===== config.mk =====
export PLATFORM = sky130hd
export DESIGN_NAME = vc_output_fifo_flat
export DESIGN_NICKNAME = d
export VERILOG_FILES = /design/src/rtl/vc_output_fifo_if.sv /design/src/rtl/vc_output_fifo.sv /design/src/flat_wrapper.sv
export SDC_FILE = /design/constraint.sdc
export NUM_CORES = 1
export LEC_CHECK = 0
export BUFFER_PORTS_ARGS = -buffer_cell sky130_fd_sc_hd__buf_2
export CAP_MARGIN = 20
export CELL_PAD_IN_SITES_DETAIL_PLACEMENT = 1
export CELL_PAD_IN_SITES_GLOBAL_PLACEMENT = 2
export CORE_ASPECT_RATIO = 1.1
export CORE_MARGIN = 1.5
export CORE_UTILIZATION = 40
export CTS_CLUSTER_DIAMETER = 30
export DETAILED_ROUTE_END_ITERATION = 7
export PLACE_DENSITY_LB_ADDON = 0.1
export SKIP_LAST_GASP = 1
export SLEW_MARGIN = 0
export SYNTH_ARGS = -nofsm -noshare
export SYNTH_HDL_FRONTEND = slang
export SYNTH_SLANG_ARGS = --single-unit
export TNS_END_PERCENT = 5

===== constraint.sdc =====
create_clock -name clk -period 2.4 [get_ports clk]
set_input_delay 0 -clock clk [delete_from_list [all_inputs] [get_ports clk]]
set_output_delay 0 -clock clk [all_outputs]
set_load 0.01 [all_outputs]

===== src/rtl/vc_output_fifo_if.sv =====
// rtl/vc_output_fifo_if.sv - push/pop/status bundle between the referee, an output FIFO and its consumer
// The count signal exists only when VC_FIFO_COUNT_EN is defined.
interface vc_output_fifo_if #(
    parameter int LINE_SIZE = 12,
    parameter int PTR_W     = 3
);
    logic                 push;
    logic                 pop;
    logic [LINE_SIZE-1:0] data_in;
    logic [LINE_SIZE-1:0] data_out;
    logic                 full;
    logic                 empty;
    logic                 almost_full;
    logic                 almost_empty;
    logic                 error;
`ifdef VC_FIFO_COUNT_EN
    logic [PTR_W:0]       count;
`endif

    modport master (
        output push, pop, data_in,
        input  data_out, full, empty, almost_full, almost_empty, error
`ifdef VC_FIFO_COUNT_EN
        , input count
`endif
    );

    modport slave (
        input  push, pop, data_in,
        output data_out, full, empty, almost_full, almost_empty, error
`ifdef VC_FIFO_COUNT_EN
        , output count
`endif
    );
endinterface


===== src/rtl/vc_output_fifo.sv =====
// rtl/vc_output_fifo.sv - per-class output FIFO with a single fill counter and sticky error flag
// Optional VC_FIFO_COUNT_EN exposes the fill counter on the interface count signal.
module vc_output_fifo #(
    parameter int LINE_SIZE       = 12,
    parameter int DEPTH           = 8,
    parameter int PTR_W           = 3,
    parameter int ALMOST_FULL_TH  = 6,
    parameter int ALMOST_EMPTY_TH = 2
) (
    input  logic               clk,
    input  logic               reset,
    vc_output_fifo_if.slave    f
);
    localparam logic [PTR_W:0] DEPTH_C = (PTR_W+1)'(DEPTH);
    localparam logic [PTR_W:0] AF_C    = (PTR_W+1)'(ALMOST_FULL_TH);
    localparam logic [PTR_W:0] AE_C    = (PTR_W+1)'(ALMOST_EMPTY_TH);

    logic [LINE_SIZE-1:0] mem_q [DEPTH];
    logic [PTR_W-1:0]     wr_ptr_q, wr_ptr_d;
    logic [PTR_W-1:0]     rd_ptr_q, rd_ptr_d;
    logic [PTR_W:0]       count_q, count_d;
    logic [LINE_SIZE-1:0] data_out_q, data_out_d;
    logic                 error_q, error_d;
    logic                 full, empty, wr_en, rd_en;

    always_comb begin
        full       = (count_q == DEPTH_C);
        empty      = (count_q == '0);
        // A simultaneous pop frees the slot, so a push into a full FIFO still lands.
        wr_en      = f.push && (!full || f.pop);
        rd_en      = f.pop && !empty;
        wr_ptr_d   = wr_en ? wr_ptr_q + 1'b1 : wr_ptr_q;
        rd_ptr_d   = rd_en ? rd_ptr_q + 1'b1 : rd_ptr_q;
        data_out_d = rd_en ? mem_q[rd_ptr_q] : data_out_q;
        error_d    = error_q | (f.push && full && !f.pop) | (f.pop && empty);
        count_d    = count_q;
        case ({wr_en, rd_en})
            2'b10:   count_d = count_q + 1'b1;
            2'b01:   count_d = count_q - 1'b1;
            default: count_d = count_q;
        endcase
    end

    always_ff @(posedge clk or posedge reset) begin
        if (reset) begin
            wr_ptr_q   <= '0;
            rd_ptr_q   <= '0;
            count_q    <= '0;
            data_out_q <= '0;
            error_q    <= 1'b0;
        end else begin
            wr_ptr_q   <= wr_ptr_d;
            rd_ptr_q   <= rd_ptr_d;
            count_q    <= count_d;
            data_out_q <= data_out_d;
            error_q    <= error_d;
        end
    end

    // Storage is not reset; the read above samples it before this write lands.
    always_ff @(posedge clk) begin
        if (wr_en) begin
            mem_q[wr_ptr_q] <= f.data_in;
        end
    end

    assign f.data_out     = data_out_q;
    assign f.full         = full;
    assign f.empty        = empty;
    assign f.almost_full  = (count_q >= AF_C);
    assign f.almost_empty = (count_q <= AE_C);
    assign f.error        = error_q;
`ifdef VC_FIFO_COUNT_EN
    assign f.count        = count_q;
`endif
endmodule


===== src/flat_wrapper.sv =====
// flat-port wrapper written by rule: the top's interface ports become plain ports
module vc_output_fifo_flat 
#(
    parameter int LINE_SIZE       = 12,
    parameter int DEPTH           = 8,
    parameter int PTR_W           = 3,
    parameter int ALMOST_FULL_TH  = 6,
    parameter int ALMOST_EMPTY_TH = 2
)
  (clk, reset, f_push, f_pop, f_data_in, f_data_out, f_full, f_empty, f_almost_full, f_almost_empty, f_error);
  vc_output_fifo_if #(.LINE_SIZE(LINE_SIZE), .PTR_W(PTR_W)) f_i ();
  input  logic clk;
  input  logic reset;
  input wire logic [$bits(f_i.push)-1:0] f_push;
  input wire logic [$bits(f_i.pop)-1:0] f_pop;
  input wire logic [$bits(f_i.data_in)-1:0] f_data_in;
  output wire logic [$bits(f_i.data_out)-1:0] f_data_out;
  output wire logic [$bits(f_i.full)-1:0] f_full;
  output wire logic [$bits(f_i.empty)-1:0] f_empty;
  output wire logic [$bits(f_i.almost_full)-1:0] f_almost_full;
  output wire logic [$bits(f_i.almost_empty)-1:0] f_almost_empty;
  output wire logic [$bits(f_i.error)-1:0] f_error;
  assign f_i.push = f_push;
  assign f_i.pop = f_pop;
  assign f_i.data_in = f_data_in;
  assign f_data_out = f_i.data_out;
  assign f_full = f_i.full;
  assign f_empty = f_i.empty;
  assign f_almost_full = f_i.almost_full;
  assign f_almost_empty = f_i.almost_empty;
  assign f_error = f_i.error;
  vc_output_fifo #(.LINE_SIZE(LINE_SIZE), .DEPTH(DEPTH), .PTR_W(PTR_W), .ALMOST_FULL_TH(ALMOST_FULL_TH), .ALMOST_EMPTY_TH(ALMOST_EMPTY_TH)) u_core (.clk(clk), .reset(reset), .f(f_i));
endmodule

## Yosys cells after proc, flatten, opt, wreduce, memory -nomap -nowiden

Memory sizes are Yosys's and may differ from the RTL's. A register that Yosys moved wholly into a read port is not among the register bits.
Index checks and enable logic that the tools add are counted.

- Magnitude comparators: 2
- Divide/modulo/power cells: 0
- Shifts and indexed selects: 0
- Bitwise logic cells: 2
- Add/sub/neg operators: 4
- Muxes and demuxes: 3
- Reductions and logical operators: 11
- Eq/ne operators: 3
- $mul: 0

Operator list:

| cell | number |
|---|---|
| case mux 4 bit (2 select lines) | 1 |
| adder 3 x 1 -> 3 bit (second input constant) | 2 |
| logical AND 1 bit | 5 |
| adder 4 x 1 -> 4 bit (second input constant) | 1 |
| == test 4 bit (second input constant) | 1 |
| greater-or-equal comparator 4 x 3 -> 1 bit (second input constant) | 1 |
| less-or-equal comparator 4 x 2 -> 1 bit (second input constant) | 1 |
| logical NOT 4 bit | 1 |
| subtractor 4 x 1 -> 4 bit (second input constant) | 1 |
| logical NOT 1 bit | 3 |
| == test 2 x 1 -> 1 bit (second input constant) | 1 |
| == test 2 bit (second input constant) | 1 |
| two-way mux 1 bit | 2 |
| bitwise OR 1 bit | 2 |
| nonzero test 2 bit | 1 |
| logical OR 1 bit | 1 |

- Bits in registers: 11
- Bits in latches: 0
- Input port bits: 16
- Output and inout bits: 17
- Memory bits (writable): 96
- Logic and storage cells: 30
- Memories kept: 1
- Bits in read-only memories: 0

Memory list:

| memory | depth | bits a word | read ports | clocked after Yosys merged registers in | wr ports | line | RTL |
|---|---|---|---|---|---|---|---|
| u_core.mem_q | 8 | 12 | 1 | 1 | 1 | vc_output_fifo.sv:18 | `logic [LINE_SIZE-1:0] mem_q [DEPTH];` |

## Logic depth before layout (Yosys ltp)

Gate-level depths: netlist of run 1.

- Depth in word-level cells: 6
- Gate-level depth with buffers: 11
- Mapped depth without buffers: 10

## Worst setup path after synthesis of run 1

No wires, ideal clock.

- Kind: reg2reg
- Start: reg u_core.count_q[1]
- End: reg u_core.count_q[2]
- Arrival time: 2.241 ns
- Period minus slack after synthesis: 2.366 ns
- Cell stages (with the launch flop): 12
- Path buffers: 1
- Path slack: 0.034 ns
- Cells stage by stage: dfrtp_1 > buf_2 > or3_4 > o21ai_4 > inv_2 > ha_1 > xor2_1 > ha_1 > a21oi_1 > xor2_1 > nor2_1 > xor2_1

RTL lines:

| item | line | RTL |
|---|---|---|
| start, declared | vc_output_fifo.sv:21 | `logic [PTR_W:0] count_q, count_d;` |
| start signal, assigned | vc_output_fifo.sv:54 | `count_q <= count_d;` |
| logical NOT 4 bit (*) | vc_output_fifo.sv:28 | `empty = (count_q == '0);` |
| logical NOT 1 bit (*) | vc_output_fifo.sv:31 | `rd_en = f.pop && !empty;` |
| logical AND 1 bit (*) | vc_output_fifo.sv:31 |  |
| via u_core.rd_en | vc_output_fifo.sv:24 | `logic full, empty, wr_en, rd_en;` |
| == test 2 x 1 -> 1 bit or == test 2 bit (tied branches) | vc_output_fifo.sv:37 | `case ({wr_en, rd_en})` |
| case mux 4 bit (2 select lines) or nonzero test 2 bit (tied branches) | - |  |

The timed path passes the listed nets; every way through them passes the cells marked *.
A chain may end at the register's enable or synchronous reset.

## Worst setup path in the final report of run 1

- Start: reg u_core.count_q[0]
- End: reg u_core.count_q[2]

Same word-level chain as after synthesis.

==> metrics.yaml, run 1 <==
run_status:
  status: "finished clean"
worst_setup_path:
  crit_type: "flip-flop to flip-flop"
  critPathTopFamily: "simple AND/OR/NAND/NOR gates"
  crit_path_top_delay_cell: "or3_4"
  cp_max_fo: 5
  crit_chain: "or3_4 -> o21ai_4 -> inv_2 -> ha_1 -> xor2_1 -> ha_1 -> a21oi_1 -> xor2_1 -> nor2_1 -> xor2_1"
  crit_buf_inv: 1
  crit_required_ns: 2.69
  endpoint_kind: "flip-flop"
  crit_top_cell: "xor2_1"
  worstSetupStartpointType: "flip-flop"
  ff2ff_setup_slack_ns: 0.16
  cp.arrival_ns: 2.53
  slowest_delay_ns: 0.43
logic_synthesis:
  synth.yosys.seq_area_share_pct: 72.0
  yosys_warnings: 0
  synth_edf_count: 96
  synth_seq_cells: 119
  postSynthCellCount: 293
  yosys.area.top_type: "edfxtp_1"
  ys_types: 36
  syn_area_per_cell_um2: 16.4
  syn_area_um2: 4800
  synthesis.nets: 314
  ys_async_sr_fraction_pct: 19.3
  ys.flop_type: "edfxtp_1"
  synth_top_area_share_pct: 60.0
  yosysMostFrequentCell: "edfxtp_1"
  synthTopCellsByCount: "96 x edfxtp_1, 26 x mux2_2, 25 x mux2i_1"
  synth_area_leaders: "edfxtp_1 60%, dfrtp_1 12%, mux2_2 6.1%"
sta:
  tightest_slew_ns: 0.559
  slew_violations: 0
  tns_ns: 0
  period_minus_slack_ns: 2.24
  rsz0062_at_grt: "false"
  hold_viol: 0
  finalSetupViolCount: 0
  finClkSkew_ns: 0.00586
  fin_crit_sh_pct: 93.5
  relSlewSlack_pct: 62.6
  fmaxAchievable_ghz: 0.445
clocking:
  clock-sinks: 119
  root_buffer: "clkbuf_16"
  tritoncts: "built"
  ctsResizeCount: 0
  cts_buffers: 17
  clkTransAtPathRegs_ns: 0.05
  cts.path.max_buffers: 2
  clk_latency_ns: 0.41
  cts_max_level: 4
floorplanning:
  die_h_um: 118
  core_um2: 11600
  io_pins: 33
  start_util_pct: 41.4
  die_w_um: 107
  num_rows: 41
  dieArea_um2: 12700
drt:
  viasPerCell: 5.11
  avgRoutedWirePerCell_um: 19.0
  ant_nets: 0
  dr.pass1.iters: 4
  drcViolationCount: 0
  drt-total-wl_mm: 9.95
  drt_iter0_markers: 166
  dr_total_vias: 2678
placed_design:
  dp_hpwl_mm: 6.02
  port_buffers: 32
  gp_congestion: 0.723
layout:
  n_fill_cell: 1127
  fin_util_pct: 52.0
  area_delta_synth_final_pct: 25.6
  num-nets-final: 382
  drive_gt1_share_pct: 30.7
  num_antenna_cells: 0
pwr:
  finalPower_uw: 7970
  power_leakage_uw: 0.00228
  ir_worst_vdd_mv: 0.748
  pwr_density_cell_nw_per_um2: 1320
grt:
  grt_pass1_wl_mm: 15.8
  antenna_found_initial: 0
  globalRouteTotalUtil_pct: 17.3
  overflow: 0
  grt_start_max_net_pins: 51
  grt_pass1_vias: 2860
hold_path:
  hp-class: "primary input to flip-flop"
run:
  max_cap_viol_count: 0
-- placed cells by master, fill, tap and decap left out, types with 2 or more instances in the layout --
cell / instances
buf_6: 2
buf_2: 32
nor2_1: 11
dlygate4sd3_1: 14
nand2b_1: 5
buf_4: 15
nor3_2: 2
nand2_1: 21
mux2i_1: 25
dfrtp_1: 22
edfxtp_1: 96
xnor2_1: 3
a21o_1: 2
bufinv_16: 7
clkinv_2: 4
inv_1: 2
clkinvlp_4: 2
clkbuf_16: 17
o22ai_1: 12
a221o_1: 12
ha_1: 5
mux2_2: 26
o21ai_1: 3
xor2_1: 5
o21ai_0: 10
-- cell type report --
cell class | instances | area (um2) | area share [%]
sequential | 119 | 3460 | 57.4
multi-input combinational | 156 | 1230 | 20.4
timing repair buffer | 64 | 455 | 7.55
clock buffer | 18 | 429 | 7.12
clock inverter | 14 | 254 | 4.21
tap | 150 | 188 | 3.11
inverter | 3 | 11.3 | 0.187
-- metal layers --
layer / global-route usage (%) / vias up / wire length (um)
met1: 21.8 / 1353 / 4510
met5: 0 / - / 0
li1: - / 1267 / -
met3: 5.15 / 9 / 342
met4: 5.43 / 0 / 104
met2: 28.5 / 49 / 4990
-- final timing paths --
| kind | startpoint | to | cells after the start |
|---|---|---|---|
| min | f_push | u_core.f.error | 4 |
| min reg2reg | u_core.f.error | u_core.f.error | 1 |
| max | u_core.count_q[0] | u_core.count_q[2] | 10 |
| min in group asynchronous | reset | u_core.f.data_out[4] | 4 |
| max reg2reg | u_core.count_q[0] | u_core.count_q[2] | 10 |
| max in group asynchronous | reset | u_core.rd_ptr_q[0] | 4 |
-- kinds of logic (layout without fill, tap and decap cells) --
kind of cell               count (synthesis)  count (layout)  share of synthesized area, %
buffers and inverters                     18              99                          2.53
AOI/OAI and AO/OA                         45              45                          6.80
and+or+nand+nor                           47              47                          4.59
xor gates and xnor gates                   8               8                          1.46
DFF                                      119             119                          72.0
muxes                                     51              51                          11.3
adders and majority gates                  5               5                          1.30
-- registers in the layout, indices dropped and copies added (netlist names) --
signal	count
u_core.mem_q	96
u_core.f.data_out	12
u_core.count_q	4
u_core.rd_ptr_q	3
u_core.wr_ptr_q	3
u_core.f.error	1
-- through the flow --
stage | hold WS, ns | cell area, um2 | std cells | setup slack [ns]
after floorplan | 0.00192 | 4800 | 293 | 0.0336
after global placement | 0.0593 | 5180 | 476 | 0.180
after detailed placement | 0.0631 | 5210 | 478 | 0.156
after CTS | 0.0323 | 6030 | 524 | 0.139
after global routing | 0.0519 | 6030 | 524 | 0.0171
final | 0.0386 | 6030 | 524 | 0.155
-- worst min-delay path: stages --
cell	delay (ns)
buf_2	0.11
nand2_1	0.05
mux2i_1	0.11
a21o_1	0.13
-- timing repair --
item,4_1_cts,5_1_grt
endpoints found under the hold margin,120,0
buffers inserted,0,0
setup endpoints to repair,0,0
hold buffers,14,0
-- where the power goes --
| part | total (uW) | internal, uW | switching, uW | leakage [uW] |
|---|---|---|---|---|
| Combinational | 2190 | 977 | 1220 | 0.000809 |
| Clock | 2920 | 2040 | 882 | 0.000330 |
| Sequential | 2850 | 2650 | 199 | 0.00114 |
| Total | 7970 | 5670 | 2300 | 0.00228 |
Power figures use the tool's default switching activity.
==> run 2: changes to the inputs <==
MAX_ROUTING_LAYER = met4   (was not set)
==> metrics.yaml, run 2 (synthesis gave the netlist of run 1 again) <==
floorplanning:
  start_util_pct: 41.4  # unchanged
  core_um2: 11600  # unchanged
  num_rows: 41  # unchanged
  die_h_um: 118  # unchanged
  io_pins: 33  # unchanged
  die_w_um: 107  # unchanged
  dieArea_um2: 12700  # unchanged
sta:
  hold_viol: 0  # unchanged
  period_minus_slack_ns: 2.25  # was 2.24 ns
  slew_violations: 0  # unchanged
  finalSetupViolCount: 0  # unchanged
  fin_crit_sh_pct: 93.6  # was 93.5%
  tns_ns: 0  # unchanged
  tightest_slew_ns: 0.561  # was 0.559 ns
  rsz0062_at_grt: "false"  # unchanged
  finClkSkew_ns: 0.00439  # was 0.00586 ns
  relSlewSlack_pct: 62.5  # was 62.6%
  fmaxAchievable_ghz: 0.445  # about the same
worst_setup_path:
  crit_required_ns: 2.69  # about the same
  crit_top_cell: "xor2_1"  # unchanged
  cp.arrival_ns: 2.54  # was 2.53 ns
  crit_path_top_delay_cell: "or3_4"  # unchanged
  crit_type: "flip-flop to flip-flop"  # unchanged
  endpoint_kind: "flip-flop"  # unchanged
  slowest_delay_ns: 0.43  # about the same
  cp_max_fo: 5  # unchanged
  worstSetupStartpointType: "flip-flop"  # unchanged
  crit_chain: "or3_4 -> o21ai_4 -> inv_2 -> ha_1 -> xor2_1 -> ha_1 -> a21oi_1 -> xor2_1 -> nor2_1 -> xor2_1"  # unchanged
layout:
  largest_register_ffs: 96  # unchanged
  layout_commonest_cell: "edfxtp_1"  # unchanged
  drive_gt1_share_pct: 30.7  # unchanged
  n_fill_cell: 1127  # unchanged
  area_delta_synth_final_pct: 25.6  # unchanged
  final_cell_mix: "96 x edfxtp_1, 32 x buf_2, 26 x mux2_2"  # unchanged
  fin_cells: 524  # unchanged
  top_register: "u_core.mem_q"  # unchanged
  num_antenna_cells: 0  # unchanged
  multi_input_area_um2: 1230  # unchanged
  num-nets-final: 382  # unchanged
  seqCellArea_um2: 3460  # unchanged
clocking:
  clk_latency_ns: 0.41  # about the same
  cts_setup_buffers: 0  # unchanged
  cts_buffers: 17  # unchanged
  ctsResizeCount: 0  # unchanged
  cts_hold_buf: 14  # unchanged
  clkTransAtPathRegs_ns: 0.05  # about the same
  clock-sinks: 119  # unchanged
  tritoncts: "built"  # unchanged
  cts_max_level: 4  # unchanged
  cts.path.max_buffers: 2  # unchanged
  root_buffer: "clkbuf_16"  # unchanged
pwr:
  ir_worst_vdd_mv: 0.743  # was 0.748 mV
  power_leakage_uw: 0.00228  # unchanged
  p_int_uw: 5670  # about the same
  swShare_pct: 28.8  # about the same
  comb_power_share_pct: 27.5  # about the same
  finalPower_uw: 7970  # about the same
  clkPwrFrac_pct: 36.7  # about the same
  pwr-share-seq_pct: 35.8  # about the same
  pwr_density_cell_nw_per_um2: 1320  # about the same
  power_switching_uw: 2300  # about the same
drt:
  viasPerCell: 5.11  # about the same
  dr.pass1.iters: 4  # unchanged
  ant_nets: 0  # unchanged
  drcViolationCount: 0  # unchanged
  drt-total-wl_mm: 9.96  # was 9.95 mm
  drt_iter0_markers: 142  # was 166
  dr_total_vias: 2677  # was 2678
  avgRoutedWirePerCell_um: 19.0  # about the same
hold_path:
  hp-class: "primary input to flip-flop"  # unchanged
grt:
  grt_pass1_vias: 2863  # was 2860
  grt_start_max_net_pins: 51  # unchanged
  grt_pass1_wl_mm: 15.8  # unchanged
  overflow: 0  # unchanged
  globalRouteTotalUtil_pct: 17.8  # was 17.3%
  antenna_found_initial: 0  # unchanged
placed_design:
  dp_hpwl_mm: 6.02  # unchanged
  dpl.cell_count: 478  # unchanged
  port_buffers: 32  # unchanged
  gp_congestion: 0.731  # was 0.723
run:
  max_cap_viol_count: 0  # unchanged
run_status:
  status: "finished clean"  # unchanged
## run 2: path summary, 6_finish.rpt
kind | start | to | slack, ns | cells after the start
min reg2reg | u_core.f.error | u_core.f.error | 0.46 | 1
min | f_push | u_core.f.error | 0.04 | 4
max reg2reg | u_core.count_q[0] | u_core.count_q[2] | 0.15 | 10
min in group asynchronous | reset | u_core.f.data_out[4] | 0.17 | 4
max | u_core.count_q[0] | u_core.count_q[2] | 0.15 | 10
max in group asynchronous | reset | u_core.rd_ptr_q[0] | 1.97 | 4
## run 2: power by group through the flow
stage	registers [uW]	logic, uW	clock network [uW]
2_1_floorplan	2890	1470	0
3_3_place_gp	2870	2130	0
3_5_place_dp	2900	2190	0
4_1_cts	2860	2240	2980
5_1_grt	2910	2410	3050
6_report	2850	2190	2920
## run 2: area by class of cell
| type | count | share of cell area (%) |
|---|---|---|
| flip-flops and latches | 119 | 57.4 |
| repair buffers | 64 | 7.55 |
| well taps | 150 | 3.11 |
| inverters | 3 | 0.187 |
| clock inverters | 14 | 4.21 |
| multi-input cells | 156 | 20.4 |
| clock buffers | 18 | 7.12 |
## run 2: layer usage
metal  track usage, %  up-vias  routed length (um)
met4             5.92        0                 126
met1             21.9     1349                4550
met5                -        -                   0
met2             28.5       46                4980
met3             4.65       14                 301
li1                 -     1268                   -
## run 2: critical path, delay by kind of cell, from the launching register on
family | cells | cell delay, ns
flip-flops | 1 | 0.38
buffers and inverters | 1 | 0.07
AND/OR/NAND/NOR | 2 | 0.49
adder cells (fa/ha/maj) | 2 | 0.43
XOR/XNOR | 3 | 0.46
AO/OA/AOI/OAI | 2 | 0.30
## run 2: per-stage QoR
stage	area, um2	setup slack [ns]	hold slack [ns]	util [%]
finish	6030	0.154	0.0390	52.0
global route	6030	0.0170	0.0543	52.0
CTS	6030	0.139	0.0323	52.0
floorplan	4800	0.0336	0.00192	-
detailed placement	5210	0.156	0.0631	44.9
global placement	5180	0.180	0.0593	44.7
==> run 3: changes to the inputs <==
BUFFER_PORTS_ARGS = not set   (was -buffer_cell sky130_fd_sc_hd__buf_2)
CORE_UTILIZATION = 42   (was 40)
DONT_BUFFER_PORTS = 1   (was not set)
==> metrics.yaml, run 3 (synthesis gave the netlist of run 1 again) <==
worst_setup_path:
  cp.arrival_ns: 2.40  # was 2.54 ns
  crit_required_ns: 2.52  # was 2.69 ns
  crit_type: "flip-flop to flip-flop"  # unchanged
  worstSetupStartpointType: "flip-flop"  # unchanged
  cp_max_fo: 9  # was 5
  endpoint_kind: "flip-flop"  # unchanged
layout:
  largest_register_ffs: 96  # unchanged
  fin_util_pct: 53.3  # was 52.0%
  area_delta_synth_final_pct: 22.3  # was 25.6%
  final_cell_mix: "96 x edfxtp_1, 26 x mux2_2, 25 x mux2i_1"  # was 96 x edfxtp_1, 32 x buf_2, 26 x mux2_2
  top_register: "u_core.mem_q"  # unchanged
  drive_gt1_share_pct: 24.7  # was 30.7%
  layout_commonest_cell: "edfxtp_1"  # unchanged
  num-nets-final: 352  # was 382
  num_antenna_cells: 0  # unchanged
  n_fill_cell: 1050  # was 1127
drt:
  avgRoutedWirePerCell_um: 20.7  # was 19.0 um
  ant_nets: 0  # unchanged
  dr_total_vias: 2590  # was 2677
  drt_iter0_markers: 133  # was 142
  viasPerCell: 5.27  # was 5.11
  drcViolationCount: 0  # unchanged
  drt-total-wl_mm: 10.2  # was 9.96 mm
  dr.pass1.iters: 4  # unchanged
sta:
  period_minus_slack_ns: 2.28  # was 2.25 ns
  slew_violations: 0  # unchanged
  tns_ns: 0  # unchanged
  fin_crit_sh_pct: 94.8  # was 93.6%
  relSlewSlack_pct: 32.3  # was 62.5%
  finClkSkew_ns: 0.00746  # was 0.00439 ns
  fmaxAchievable_ghz: 0.439  # was 0.445 GHz
  rsz0062_at_grt: "false"  # unchanged
  fin_ws_ns: 0.124  # was 0.154 ns
  tightest_slew_ns: 1.01  # was 0.561 ns
  finalSetupViolCount: 0  # unchanged
  hold_viol: 0  # unchanged
grt:
  grt_pass1_vias: 2687  # was 2863
  overflow: 0  # unchanged
  antenna_found_initial: 0  # unchanged
  grt_start_max_net_pins: 51  # unchanged
  grt_pass1_wl_mm: 15.8  # about the same
  globalRouteTotalUtil_pct: 19.0  # was 17.8%
clocking:
  cts_buffers: 17  # unchanged
  cts.path.max_buffers: 2  # unchanged
  cts_setup_buffers: 0  # unchanged
  cts_max_level: 4  # unchanged
  root_buffer: "clkbuf_16"  # unchanged
  clk_latency_ns: 0.41  # about the same
  tritoncts: "built"  # unchanged
  clock-sinks: 119  # unchanged
  clkTransAtPathRegs_ns: 0.05  # about the same
placed_design:
  dp_hpwl_mm: 6.09  # was 6.02 mm
  port_buffers: 0  # was 32
  gp_congestion: 0.728  # was 0.731
  post-place-ws_ns: 0.121  # was 0.156 ns
floorplanning:
  io_pins: 33  # unchanged
  num_rows: 40  # was 41
  core_um2: 11000  # was 11600 um2
  die_h_um: 115  # was 118 um
  dieArea_um2: 12100  # was 12700 um2
  die_w_um: 105  # was 107 um
  start_util_pct: 43.6  # was 41.4%
pwr:
  pwr_density_cell_nw_per_um2: 1330  # was 1320 nW/um2
  ir_worst_vdd_mv: 0.762  # was 0.743 mV
  power_leakage_uw: 0.00215  # was 0.00228 uW
run:
  max_cap_viol_count: 0  # unchanged
run_status:
  status: "finished clean"  # unchanged
hold_path:
  hp-class: "primary input to flip-flop"  # unchanged
[run 3: critical path, stage by stage, from the launching register on]
cell	delay, ns
dfrtp_1	0.35
or3_4	0.17
o21ai_2	0.07
or2_2	0.33
nor2_1	0.79
buf_4	0.28
[run 3: routing by layer]
metal / wire length [um] / GRT usage (%) / up-vias
li1: - / - / 1212
met2: 4900 / 29.8 / 46
met4: 171 / 8.49 / 0
met3: 337 / 4.59 / 16
met5: 0 / - / -
met1: 4760 / 23.5 / 1316
[run 3: layout make-up]
cell class                 instances  area [um2]  share of cell area (%)
inverter                           3        11.3                   0.192
clock inverter                    13         225                    3.83
clock buffer                      19         443                    7.54
multi-input combinational        156        1240                    21.2
timing repair buffer              34         305                    5.20
tap                              147         184                    3.13
sequential                       119        3460                    58.9
[run 3: final timing paths]
| path | slack [ns] | startpoint | endpoint | cells past startpoint |
|---|---|---|---|---|
| min in group asynchronous | 0.24 | reset | u_core.f.data_out[5] | 2 |
| min reg2reg | 0.52 | u_core.f.error | u_core.f.error | 1 |
| max in group asynchronous | 1.55 | reset | u_core.rd_ptr_q[0] | 2 |
| max | 0.12 | u_core.count_q[1] | u_core.mem_q[6][2] | 5 |
| max reg2reg | 0.12 | u_core.count_q[1] | u_core.mem_q[6][2] | 5 |
| min | 0.07 | f_pop | u_core.wr_ptr_q[0] | 5 |
[run 3: what timing repair did]
item	in CTS	in global routing
hold buffers	15	0
endpoints found under the hold margin	125	0
setup endpoints to repair	0	1
resized for setup	0	2
[run 3: per-stage QoR]
step           total power, uW  hold WS (ns)  cell area, um2  cells
2_1_floorplan             4360       0.00192            4800    293
3_3_place_gp              4890        0.0992            5030    443
3_5_place_dp              4940        0.0992            5030    443
4_1_cts                   7890        0.0518            5850    490
5_1_grt                   8190         0.140            5870    491
6_report                  7810        0.0743            5870    491
[run 3: where the power goes]
| part | internal [uW] | switching, uW |
|---|---|---|
| Clock | 1970 | 898 |
| Combinational | 885 | 1150 |
| Sequential | 2660 | 250 |
